--- config.mk ---
export PLATFORM = sky130hd
export DESIGN_NAME = trig_activity_detect
export DESIGN_NICKNAME = d
export VERILOG_FILES = /design/src/rtl/trig_activity_detect.sv
export SDC_FILE = /design/constraint.sdc
export NUM_CORES = 1
export LEC_CHECK = 0
export CELL_PAD_IN_SITES_DETAIL_PLACEMENT = 0
export CELL_PAD_IN_SITES_GLOBAL_PLACEMENT = 2
export CORE_ASPECT_RATIO = 1.4
export CORE_MARGIN = 3
export CORE_UTILIZATION = 39
export CTS_CLUSTER_DIAMETER = 200
export DETAILED_ROUTE_END_ITERATION = 8
export DONT_BUFFER_PORTS = 1
export HOLD_SLACK_MARGIN = 0.06
export PLACE_DENSITY_LB_ADDON = 0.05
export SYNTH_ARGS = -nofsm -noshare
export SYNTH_HDL_FRONTEND = slang
export SYNTH_SLANG_ARGS = --single-unit
--- constraint.sdc ---
create_clock -name clk -period 2.42 [get_ports clk]
set_input_delay 0.363 -clock clk [delete_from_list [all_inputs] [get_ports clk]]
set_output_delay 0.363 -clock clk [all_outputs]
set_load 0.02 [all_outputs]
--- src/rtl/trig_activity_detect.sv ---
// trig_activity_detect
// Conditions one asynchronous trigger input for activity indication and
// statistics. The raw input is synchronized, glitches shorter than
// filter_len+1 cycles are rejected, and accepted edges that match
// edge_mode produce single-cycle activity pulses. Saturating event and
// glitch counters are kept alongside.
//
// Ports:
//   clk             system clock
//   rst             asynchronous active-high reset
//   trig_in         raw trigger, asynchronous to clk
//   edge_mode       00 none, 01 rising, 10 falling, 11 both (quasi-static)
//   filter_len      extra stable cycles required before a transition is accepted
//   count_clear     single-cycle request to zero both counters
//   level           filtered input level
//   activity        one-cycle pulse per accepted selected edge
//   event_count     saturating count of activity pulses
//   glitch_count    saturating count of rejected transitions
//   count_saturated sticky, set when event_count reaches all-ones
//
// state       | meaning
// STABLE_LOW  | filtered level is 0, input agrees
// PEND_HIGH   | input went high, qualifying for filter_len more cycles
// STABLE_HIGH | filtered level is 1, input agrees
// PEND_LOW    | input went low, qualifying for filter_len more cycles
module trig_activity_detect #(
  parameter int SYNC_STAGES = 2,
  parameter int FILTER_BITS = 4,
  parameter int COUNT_WIDTH = 32
) (
  input  logic                   clk,
  input  logic                   rst,
  input  logic                   trig_in,
  input  logic [1:0]             edge_mode,
  input  logic [FILTER_BITS-1:0] filter_len,
  input  logic                   count_clear,
  output logic                   level,
  output logic                   activity,
  output logic [COUNT_WIDTH-1:0] event_count,
  output logic [15:0]            glitch_count,
  output logic                   count_saturated
);

  typedef enum logic [1:0] {
    STABLE_LOW  = 2'd0,
    PEND_HIGH   = 2'd1,
    STABLE_HIGH = 2'd2,
    PEND_LOW    = 2'd3
  } state_t;

  localparam logic [COUNT_WIDTH-1:0] CNT_MAX      = '1;
  localparam logic [COUNT_WIDTH-1:0] CNT_NEAR_MAX = {{(COUNT_WIDTH-1){1'b1}}, 1'b0};

  logic [SYNC_STAGES-1:0] sync_ff;
  logic                   sync_q;

  state_t                 state, state_nx;
  logic [FILTER_BITS-1:0] fc, fc_nx;
  logic                   level_nx;
  logic                   activity_nx;
  logic                   glitch_nx;
  logic                   glitch_pulse;
  logic                   rise_acc, fall_acc;

  always_ff @(posedge clk or posedge rst) begin
    if (rst) sync_ff <= '0;
    else     sync_ff <= {sync_ff[SYNC_STAGES-2:0], trig_in};
  end

  assign sync_q = sync_ff[SYNC_STAGES-1];

  always_ff @(posedge clk or posedge rst) begin
    if (rst) begin
      state        <= STABLE_LOW;
      fc           <= '0;
      level        <= 1'b0;
      activity     <= 1'b0;
      glitch_pulse <= 1'b0;
    end else begin
      state        <= state_nx;
      fc           <= fc_nx;
      level        <= level_nx;
      activity     <= activity_nx;
      glitch_pulse <= glitch_nx;
    end
  end

  // filter_len is compared live with >=, so shortening it while a
  // transition is pending completes that transition on the next cycle.
  always_comb begin
    state_nx  = state;
    fc_nx     = fc;
    level_nx  = level;
    rise_acc  = 1'b0;
    fall_acc  = 1'b0;
    glitch_nx = 1'b0;
    case (state)
      STABLE_LOW: begin
        if (sync_q) begin
          if (filter_len == '0) begin
            level_nx = 1'b1;
            rise_acc = 1'b1;
            state_nx = STABLE_HIGH;
          end else begin
            fc_nx    = FILTER_BITS'(1);
            state_nx = PEND_HIGH;
          end
        end
      end
      PEND_HIGH: begin
        if (!sync_q) begin
          glitch_nx = 1'b1;
          state_nx  = STABLE_LOW;
        end else if (fc >= filter_len) begin
          level_nx = 1'b1;
          rise_acc = 1'b1;
          state_nx = STABLE_HIGH;
        end else begin
          fc_nx = fc + 1'b1;
        end
      end
      STABLE_HIGH: begin
        if (!sync_q) begin
          if (filter_len == '0) begin
            level_nx = 1'b0;
            fall_acc = 1'b1;
            state_nx = STABLE_LOW;
          end else begin
            fc_nx    = FILTER_BITS'(1);
            state_nx = PEND_LOW;
          end
        end
      end
      PEND_LOW: begin
        if (sync_q) begin
          glitch_nx = 1'b1;
          state_nx  = STABLE_HIGH;
        end else if (fc >= filter_len) begin
          level_nx = 1'b0;
          fall_acc = 1'b1;
          state_nx = STABLE_LOW;
        end else begin
          fc_nx = fc + 1'b1;
        end
      end
      default: state_nx = STABLE_LOW;
    endcase
    activity_nx = (rise_acc & edge_mode[0]) | (fall_acc & edge_mode[1]);
  end

  // A clear that coincides with an event or glitch keeps that occurrence,
  // so nothing is lost across a clear.
  always_ff @(posedge clk or posedge rst) begin
    if (rst) begin
      event_count     <= '0;
      count_saturated <= 1'b0;
    end else if (count_clear) begin
      event_count     <= {{(COUNT_WIDTH-1){1'b0}}, activity};
      count_saturated <= 1'b0;
    end else if (activity && event_count != CNT_MAX) begin
      event_count <= event_count + 1'b1;
      if (event_count == CNT_NEAR_MAX) count_saturated <= 1'b1;
    end
  end

  always_ff @(posedge clk or posedge rst) begin
    if (rst)                                       glitch_count <= '0;
    else if (count_clear)                          glitch_count <= {15'd0, glitch_pulse};
    else if (glitch_pulse && glitch_count != 16'hFFFF) glitch_count <= glitch_count + 16'd1;
  end

endmodule

; ---- Word-level counts from Yosys, hierarchy flattened
; Index checks and enable logic that the tools add are counted.
[word_totals]
reg_bits = 60
elab_cells = 86
input_bits = 10
out_inout_bits = 51
[op_classes]
bitwise = 3
n_addsub = 3
n_eq_ne = 16
reduce_logical = 11
magnitude_cmp = 1
n_mux = 43
[ops]
columns = operator, n
row1 = $mux W32, 2
row2 = $add A32 B1 Y32 const B, 1
row3 = $eq A32 B32 Y1 const B, 1
row4 = $mux W16, 2
row5 = $ne A32 B32 Y1 const B, 1
row6 = $mux W4, 6
row7 = $mux W1, 19
row8 = $add A16 B1 Y16 const B, 1
row9 = $mux W2, 8
row10 = $ne A16 B16 Y1 const B, 1
row11 = $ne A2 B2 Y1 const B, 8
row12 = $pmux W4 S4, 1
row13 = $pmux W2 S4, 1
row14 = $reduce_and A4 Y1, 2
row15 = $reduce_and A8 Y1, 1
row16 = $ne A3 B3 Y1 const B, 2
row17 = $pmux W1 S2, 3
row18 = $reduce_bool A2 Y1, 3
row19 = $add A4 B1 Y4 const B, 1
row20 = $eq A2 B2 Y1 const B, 2
row21 = $ge A4 B4 Y1, 1
row22 = $logic_not A4 Y1, 1
row23 = $pmux W1 S4, 1
row24 = $and A1 B1 Y1, 2
row25 = other kinds (5), 6

; ---- Longest topological paths before layout
; Gate-level depths: netlist (run 1).
[logic_depth]
word_depth = 6
ltp_mapped = 7
ltp_nobuf = 7

; ---- Worst setup path before layout (run 1)
; Ideal clock, no wire load.
[synth_path]
path_kind = register -> register
start = register event_count[1]
end = register event_count[18]
n_path_buf = 1
required_ps = 2342
path_slack_ps = 350
path_stages_with_launch = 8
arrival_time_ps = 1992
setup_time_ps = 78
period_less_slack_ps = 2070
path_cell_list = dfrtp_1 ha_1 nand4_1 nor2_2 o211ai_2 buf_2 or3_2 a21oi_1
[synth_between]
elab_chain_len = 3
word_cells_on_any_way = 6
cone_classes = add/sub (1) / eq/ne (1) / mux (2) / reduce/logical (2)
[synth_lines]
columns = element, line_no
row1 = start: declaration, 39  ; output logic [COUNT_WIDTH-1:0] event_count,
row2 = start signal: assignment, 158  ; event_count <= {{(COUNT_WIDTH-1){1'b0}}, activity};
row3 = start signal: assignment, 161  ; event_count <= event_count + 1'b1;
row4 = $add A32 B1 Y32 / $ne A32 B32 Y1 (equally long branches), "161, 160"
row5 = $mux W32 / $logic_and A1 B1 Y1 (equally long branches), 160  ; end else if (activity && event_count != CNT_MAX) begin
row6 = $mux W32 / $reduce_bool A2 Y1 (equally long branches), --
; Parallel ways exist; a longest one is shown, timed or not. The select of a mux whose other input is x is not followed.
; A chain may end at the register's enable or synchronous reset.

; ---- Worst setup path after layout (run 1)
[layout_path]
start = register fc[0]
end = register fc[0]
[layout_between]
elab_chain_len = 4
word_cells_on_any_way = 9
cone_classes = add/sub (1) / order compare (1) / mux (7)
[layout_lines]
columns = element, line_no
row1 = start: declaration, 58  ; logic [FILTER_BITS-1:0] fc, fc_nx;
row2 = start signal: assignment, 81  ; fc <= fc_nx;
row3 = $add A4 B1 Y4 / $ge A4 B4 Y1 (equally long branches), --
row4 = $mux W4, "114, 138"
row5 = $mux W4 (on tied branches), "135, 111"
row6 = $pmux W4 S4 *, 97  ; case (state)
; Mark *: on every way between the ends. The rest lies on a longest branch, timed or not. The select of a mux whose other input is x is not followed.

==> results of run 1 <==
[cells in the final DEF, fill, tap and decap left out, types with 3 or more instances in the layout]
master,n
o31ai_1,3
clkbuf_16,9
and3_1,10
nor2b_1,4
mux2_2,4
o21ai_0,25
nor4_1,6
ha_1,8
nand2b_1,3
clkinv_2,3
or3_2,6
xor2_1,9
xnor2_1,8
nand3_1,24
nor3_1,7
or4_1,4
nand2_1,23
inv_1,16
dfrtp_1,60
a21oi_1,23
nor2_1,32
buf_4,39
nand4_1,11
and4_1,3
or3_1,15
o211ai_1,5
[cell families (layout without fill, tap and decap cells)]
family,count (synthesis),after routing
buffers and inverters,27,74
DFF,60,60
adders and majority gates,8,8
muxes,6,6
AOI/OAI and AO/OA,75,75
and+or+nand+nor,165,165
xor gates and xnor gates,17,17
[final cells by class]
type	count	share of cell area
Clock buffer	9	0.0555
Tap cell	102	0.0315
Inverter	17	0.0157
Multi-Input combinational cell	271	0.427
Clock inverter	7	0.0225
Timing Repair Buffer	41	0.0771
Sequential cell	60	0.370
[synthesized netlist by cell type (all sizes together), types with 5 or more instances]
| cell | n |
|---|---|
| dfrtp | 60 |
| nor2 | 33 |
| o21ai | 27 |
| nand3 | 24 |
| a21oi | 23 |
| nand2 | 23 |
| or3 | 21 |
| inv | 17 |
| nand4 | 13 |
| and3 | 10 |
| xor2 | 9 |
| ha | 8 |
| nor3 | 8 |
| xnor2 | 8 |
| clkbuf | 7 |
| o211ai | 7 |
| nor4 | 6 |
| o31ai | 5 |
| or4 | 5 |
[sequential cells by signal, indices dropped and copies added, names as in the netlist]
register,cells
count_saturated,1
activity,1
fc,4
event_count,32
glitch_pulse,1
level,1
sync_ff,2
state,2
glitch_count,16
[worst min path at each step]
stage / from / end / slack, ns / depth (start not counted)
6_report: count_clear / glitch_count[8] / 0.10 / 1
5_1_grt: count_clear / glitch_count[14] / 0.09 / 1
4_1_cts: count_clear / event_count[13] / 0.08 / 1
3_5_place_dp: sync_ff[0] / sync_ff[1] / 0.34 / 0
2_1_floorplan: sync_ff[0] / sync_ff[1] / 0.33 / 0
3_3_place_gp: sync_ff[0] / sync_ff[1] / 0.34 / 0
[metrics by stage]
stage	setup slack, ns	power, W	hold slack (ns)	utilization	cell area (um2)
after detailed placement	0.233	0.00171	0.339	0.451	3720
final	0.265	0.00305	0.105	0.492	4060
after CTS	0.240	0.00309	0.0846	0.492	4060
after floorplan	0.350	0.00155	0.331	-	3350
after global placement	0.274	0.00170	0.343	0.451	3720
after global routing	0.0652	0.00322	0.0949	0.492	4060
[worst max-delay path: cells and delay by family, from the launching register on]
kind	cells	cell delay [ns]
AO/OA/AOI/OAI	2	0.86
buffers and inverters	1	0.10
multiplexers	1	0.33
flip-flops	1	0.39
AND/OR/NAND/NOR	1	0.14
adder cells (fa/ha/maj)	1	0.22
[repair_timing]
item	in CTS	in global routing
gates resized for setup	0	0
endpoints found under the hold margin	18	0
hold buffers	2	0
[where the power goes]
part	total (W)	internal (W)	switching, W
Clock	0.00137	0.000896	0.000476
Combinational	0.000492	0.000192	0.000300
Sequential	0.00119	0.00109	0.0000963
Total	0.00305	0.00218	0.000872
[metal layers]
metal,vias up,wire [um],track usage
met5,-,0,0
met4,0,144,0.0740
met3,13,388,0.0455
met2,46,4480,0.336
met1,1383,3590,0.222
li1,1404,-,-
==> out/results.tsv, run 1 <==
metric	value	unit
via count	2846	
CP Launch Type	register	
fmax	464	MHz
vias in the first global route	2878	
Die Width	84.3	um
Clk Latency, worst-skew pair	0.33	ns
Max VDD drop	0.000635	V
peak per-stage delay on the critical path	0.54	ns
r2r setup slk	0.26	ns
initial DRC count	113	
top_reg_cell synth	dfrtp_1	
FF+latch area	1500	um2
Worst R2R Start	fc[0]	
final worst path period share	0.891	
PwrDens	753	nW/um2
Synth Area in Adders	0.0299	
Synth-to-Final Area Change	21.2	%
largest net degree at the start of global routing	58	
CP cell instances	inv_1 > ha_1 > nand2b_1 > a2111oi_0 > o21ai_1 > mux2_2	
leakage power	1.72	nW
reported max-cap violation count	0	
# diodes	0	
clock buffer depth	2	
outcome	complete, no violations	
ys async rst share	1.00	
Simple-Gate Fraction of Synth Area	0.278	
number of synthesized flops with an enable pin	0	
post-synth net total	376	
YS warnings	0	
Nets	418	
Worst setup EP type	register	
Die ar.	9740	um2
number of register bits inferred by synthesis	60	
remaining routing DRC violations	0	
Detail Route Antenna Nets	0	
crit path DAT	2.37	ns
Synth area leader	dfrtp_1	
port buffer count	0	
share of layout cells above drive strength 1	0.198	
area of the multi-input gates	1730	um2
total grt overflow	0	
fill count	798	
Mean Syn Cell Area	9.35	um2
num rows	39	
via-per-instance ratio	5.61	
Final TNS setup	0	ns
Netlist Area Pre-Place	3350	um2
Max FO, Critical Path	8	
Die Y	116	um
min Tclk post-route	2.16	ns
post-synthesis mux area share	0.0194	
clock root cell	clkbuf_16	
post-synth cell types	53	
non-filler instance count after layout	507	
clock tree sinks	60	
Reg2Reg Depth	6	
xor/xnor share of the synthesized area	0.0445	
WL/cell	17.0	um
Total Wirelength	8.60	mm
first-pass GRT wire length	14.7	mm
Post-Synthesis Cells	358	
RSZ-0062 raised after global routing	false	
worst reg2reg path endpoint	fc[0]	
Slowest-stage cell, CP	a2111oi_0	
htree depth	3	
Hold Violations, Final	0	
Worst-path clk slew	0.06	ns
compound-gate portion of the synthesized area	0.146	
Placer Congestion	0.823	
clk_skew	0.00617	ns
Initial DRT Pass Iterations	6	
Slew HR	0.508	
Initial Utilization	0.406	
detailed placement HPWL	6.26	mm
Worst Setup SP	fc[0]	
initial antenna violation count	0	
number of setup buffers added after CTS	0	
largest family of logic cells by synthesized area	simple AND/OR/NAND/NOR gates	
Yosys top cell area share	0.449	
Hold Crit Class	input pin to register	
worst slew pin tran	0.729	ns
TritonCTS clock tree	done	
gr usage total	0.190	
CP Data Required Time	2.64	ns
final slew viol count	0	
setup violators final	0	
Num CTS Buffers	9	
critical path type	register to register	
sequential cell area fraction in the yosys report	0.449	
Critical Path End	fc[0]	
I/O pin cnt	61	
Core Area	8250	um2
placed cells	489	
top post-synthesis cells by area	dfrtp_1, o21ai_0, nand3_1, nor2_1, a21oi_1	
No activity file was read; power rests on OpenSTA's default activity.
==> run 2, diff against run 1 <==
Settings changed: CORE_ASPECT_RATIO 1.4 to default.
==> run 2 against run 1 <==
Effect of this change: die area shrank 0.16%; via count down 1.2%; setup slack gained 0.0053 ns; largest cell class unchanged; clock-buffer cell count up 3; final cell count increased by 0.79%.
==> out/results.tsv, run 2 (synthesis results as in run 1) <==
metric	value	unit
Num CTS Buffers	9	
initial DRC count	105	
min Tclk post-route	2.15	ns
fmax	465	MHz
leakage power	1.67	nW
largest net degree at the start of global routing	58	
worst slew pin tran	0.844	ns
commonest non-fill, non-tap cells in the layout	dfrtp_1, buf_4, nor2_1, o21ai_0, nand3_1	
TritonCTS clock tree	done	
Die Y	98.6	um
overall power	0.00260	W
area of the multi-input gates	1730	um2
critical path type	register to register	
clock buffer depth	2	
Placer Congestion	0.853	
final slew viol count	0	
CP cell instances	nand2_1 > or4_1 > o211ai_2 > nor3_1 > mux2_2	
Gate power share	0.179	
Worst Setup SP	event_count[25]	
Final TNS setup	0	ns
Post-Layout Inst Area	3950	um2
PwrDens	658	nW/um2
Hold Violations, Final	0	
htree depth	3	
Total Wirelength	8.28	mm
Worst-path clk slew	0.07	ns
Nets	419	
FF+latch area	1500	um2
r2r setup slk	0.27	ns
Max VDD drop	0.000356	V
outcome	complete, no violations	
remaining routing DRC violations	0	
Die ar.	9730	um2
vias in the first global route	2701	
gr usage total	0.177	
Psw	0.000793	W
RSZ-0062 raised after global routing	false	
Core Area	8260	um2
Placed Area	3730	um2
CP Launch Type	register	
non-filler instance count after layout	511	
placed cells	493	
via count	2812	
worst reg2reg path endpoint	event_count[24]	
Clock power frac	0.359	
Reg power frac	0.462	
Worst R2R Start	event_count[25]	
Worst setup EP type	register	
port buffer count	0	
Synth-to-Final Area Change	18.2	%
reported max-cap violation count	0	
sw frac	0.305	
Reg2Reg Depth	5	
clock tree sinks	60	
Initial Utilization	0.405	
Max FO, Critical Path	12	
dpl ws	0.264	ns
crit path DAT	2.37	ns
I/O pin cnt	61	
internal power	0.00181	W
CP Data Required Time	2.64	ns
Slew HR	0.430	
Die Width	98.6	um
Initial DRT Pass Iterations	4	
Top reg by flops	event_count	
Critical Path End	event_count[24]	
initial antenna violation count	0	
Clk Latency, worst-skew pair	0.34	ns
Largest register FFs	32	
commonest non-fill, non-tap cell in the layout	dfrtp_1	
setup violators final	0	
share of layout cells above drive strength 1	0.197	
Setup WS post-layout	0.270	ns
Detail Route Antenna Nets	0	
peak per-stage delay on the critical path	0.57	ns
final worst path period share	0.888	
# diodes	0	
Hold Crit Class	input pin to register	
fill count	790	
clk_skew	0.00853	ns
WL/cell	16.2	um
Largest regs	event_count x32, glitch_count x16, fc x4	
Slowest-stage cell, CP	or4_1	
detailed placement HPWL	5.95	mm
total grt overflow	0	
via-per-instance ratio	5.50	
num rows	33	
clock root cell	clkbuf_8	
first-pass GRT wire length	14.0	mm
==> run 2: cell count changes in the layout (fill, tap and decap cells not counted), sizes merged <==
cell / before / now
buf: 39 / 40
bufinv: 2 / 1
clkbuf: 9 / 12
clkinv: 4 / 2
==> run 2: final cells by class <==
| class | instances | share of cell area |
|---|---|---|
| Clock buffer | 12 | 0.0392 |
| Clock inverter | 4 | 0.0120 |
| Inverter | 17 | 0.0161 |
| Multi-Input combinational cell | 271 | 0.439 |
| Sequential cell | 60 | 0.380 |
| Tap cell | 105 | 0.0332 |
| Timing Repair Buffer | 42 | 0.0810 |
==> run 2: worst min path at each step <==
stage	start	to	slack, ns	cells after the start
2_1_floorplan	sync_ff[0]	sync_ff[1]	0.33	0
3_3_place_gp	sync_ff[0]	sync_ff[1]	0.34	0
3_5_place_dp	sync_ff[0]	sync_ff[1]	0.33	0
4_1_cts	count_clear	glitch_count[8]	0.07	1
5_1_grt	count_clear	glitch_count[8]	0.07	1
6_report	count_clear	glitch_count[8]	0.09	1
==> run 2: metrics by stage <==
step                hold slack [ns]  utilization
floorplan                     0.331            -
global placement              0.339        0.452
detailed placement            0.335        0.452
CTS                          0.0676        0.479
global route                 0.0650        0.479
finish                       0.0918        0.479
==> run 2: layer usage <==
metal / vias up / part of all wire / GRT usage
met5: - / 0 / 0
met4: 0 / 0.018 / 0.0672
met3: 13 / 0.054 / 0.0481
met2: 51 / 0.46 / 0.269
met1: 1339 / 0.47 / 0.243
li1: 1409 / - / -
==> run 2: power by group through the flow <==
stage | combinational [W] | clock [W] | sequential, W
2_1_floorplan | 0.000314 | 0 | 0.00124
3_5_place_dp | 0.000467 | 0 | 0.00122
5_1_grt | 0.000539 | 0.00100 | 0.00122
6_report | 0.000465 | 0.000932 | 0.00120
3_3_place_gp | 0.000465 | 0 | 0.00122
4_1_cts | 0.000470 | 0.000961 | 0.00120
==> run 2: timing repair <==
| action | CTS | global route |
|---|---|---|
| hold endpoints to repair | 30 | 0 |
| gates resized for setup | 0 | 1 |
| hold buffers | 2 | 0 |
| setup endpoints to repair | 0 | 1 |
| setup buffers | 0 | 0 |
==> run 2: critical path, delay by kind of cell, from the launching register on <==
family	cells	cell delay [ns]
multiplexers	1	0.28
AO/OA/AOI/OAI	1	0.43
flip-flops	1	0.49
AND/OR/NAND/NOR	3	0.84
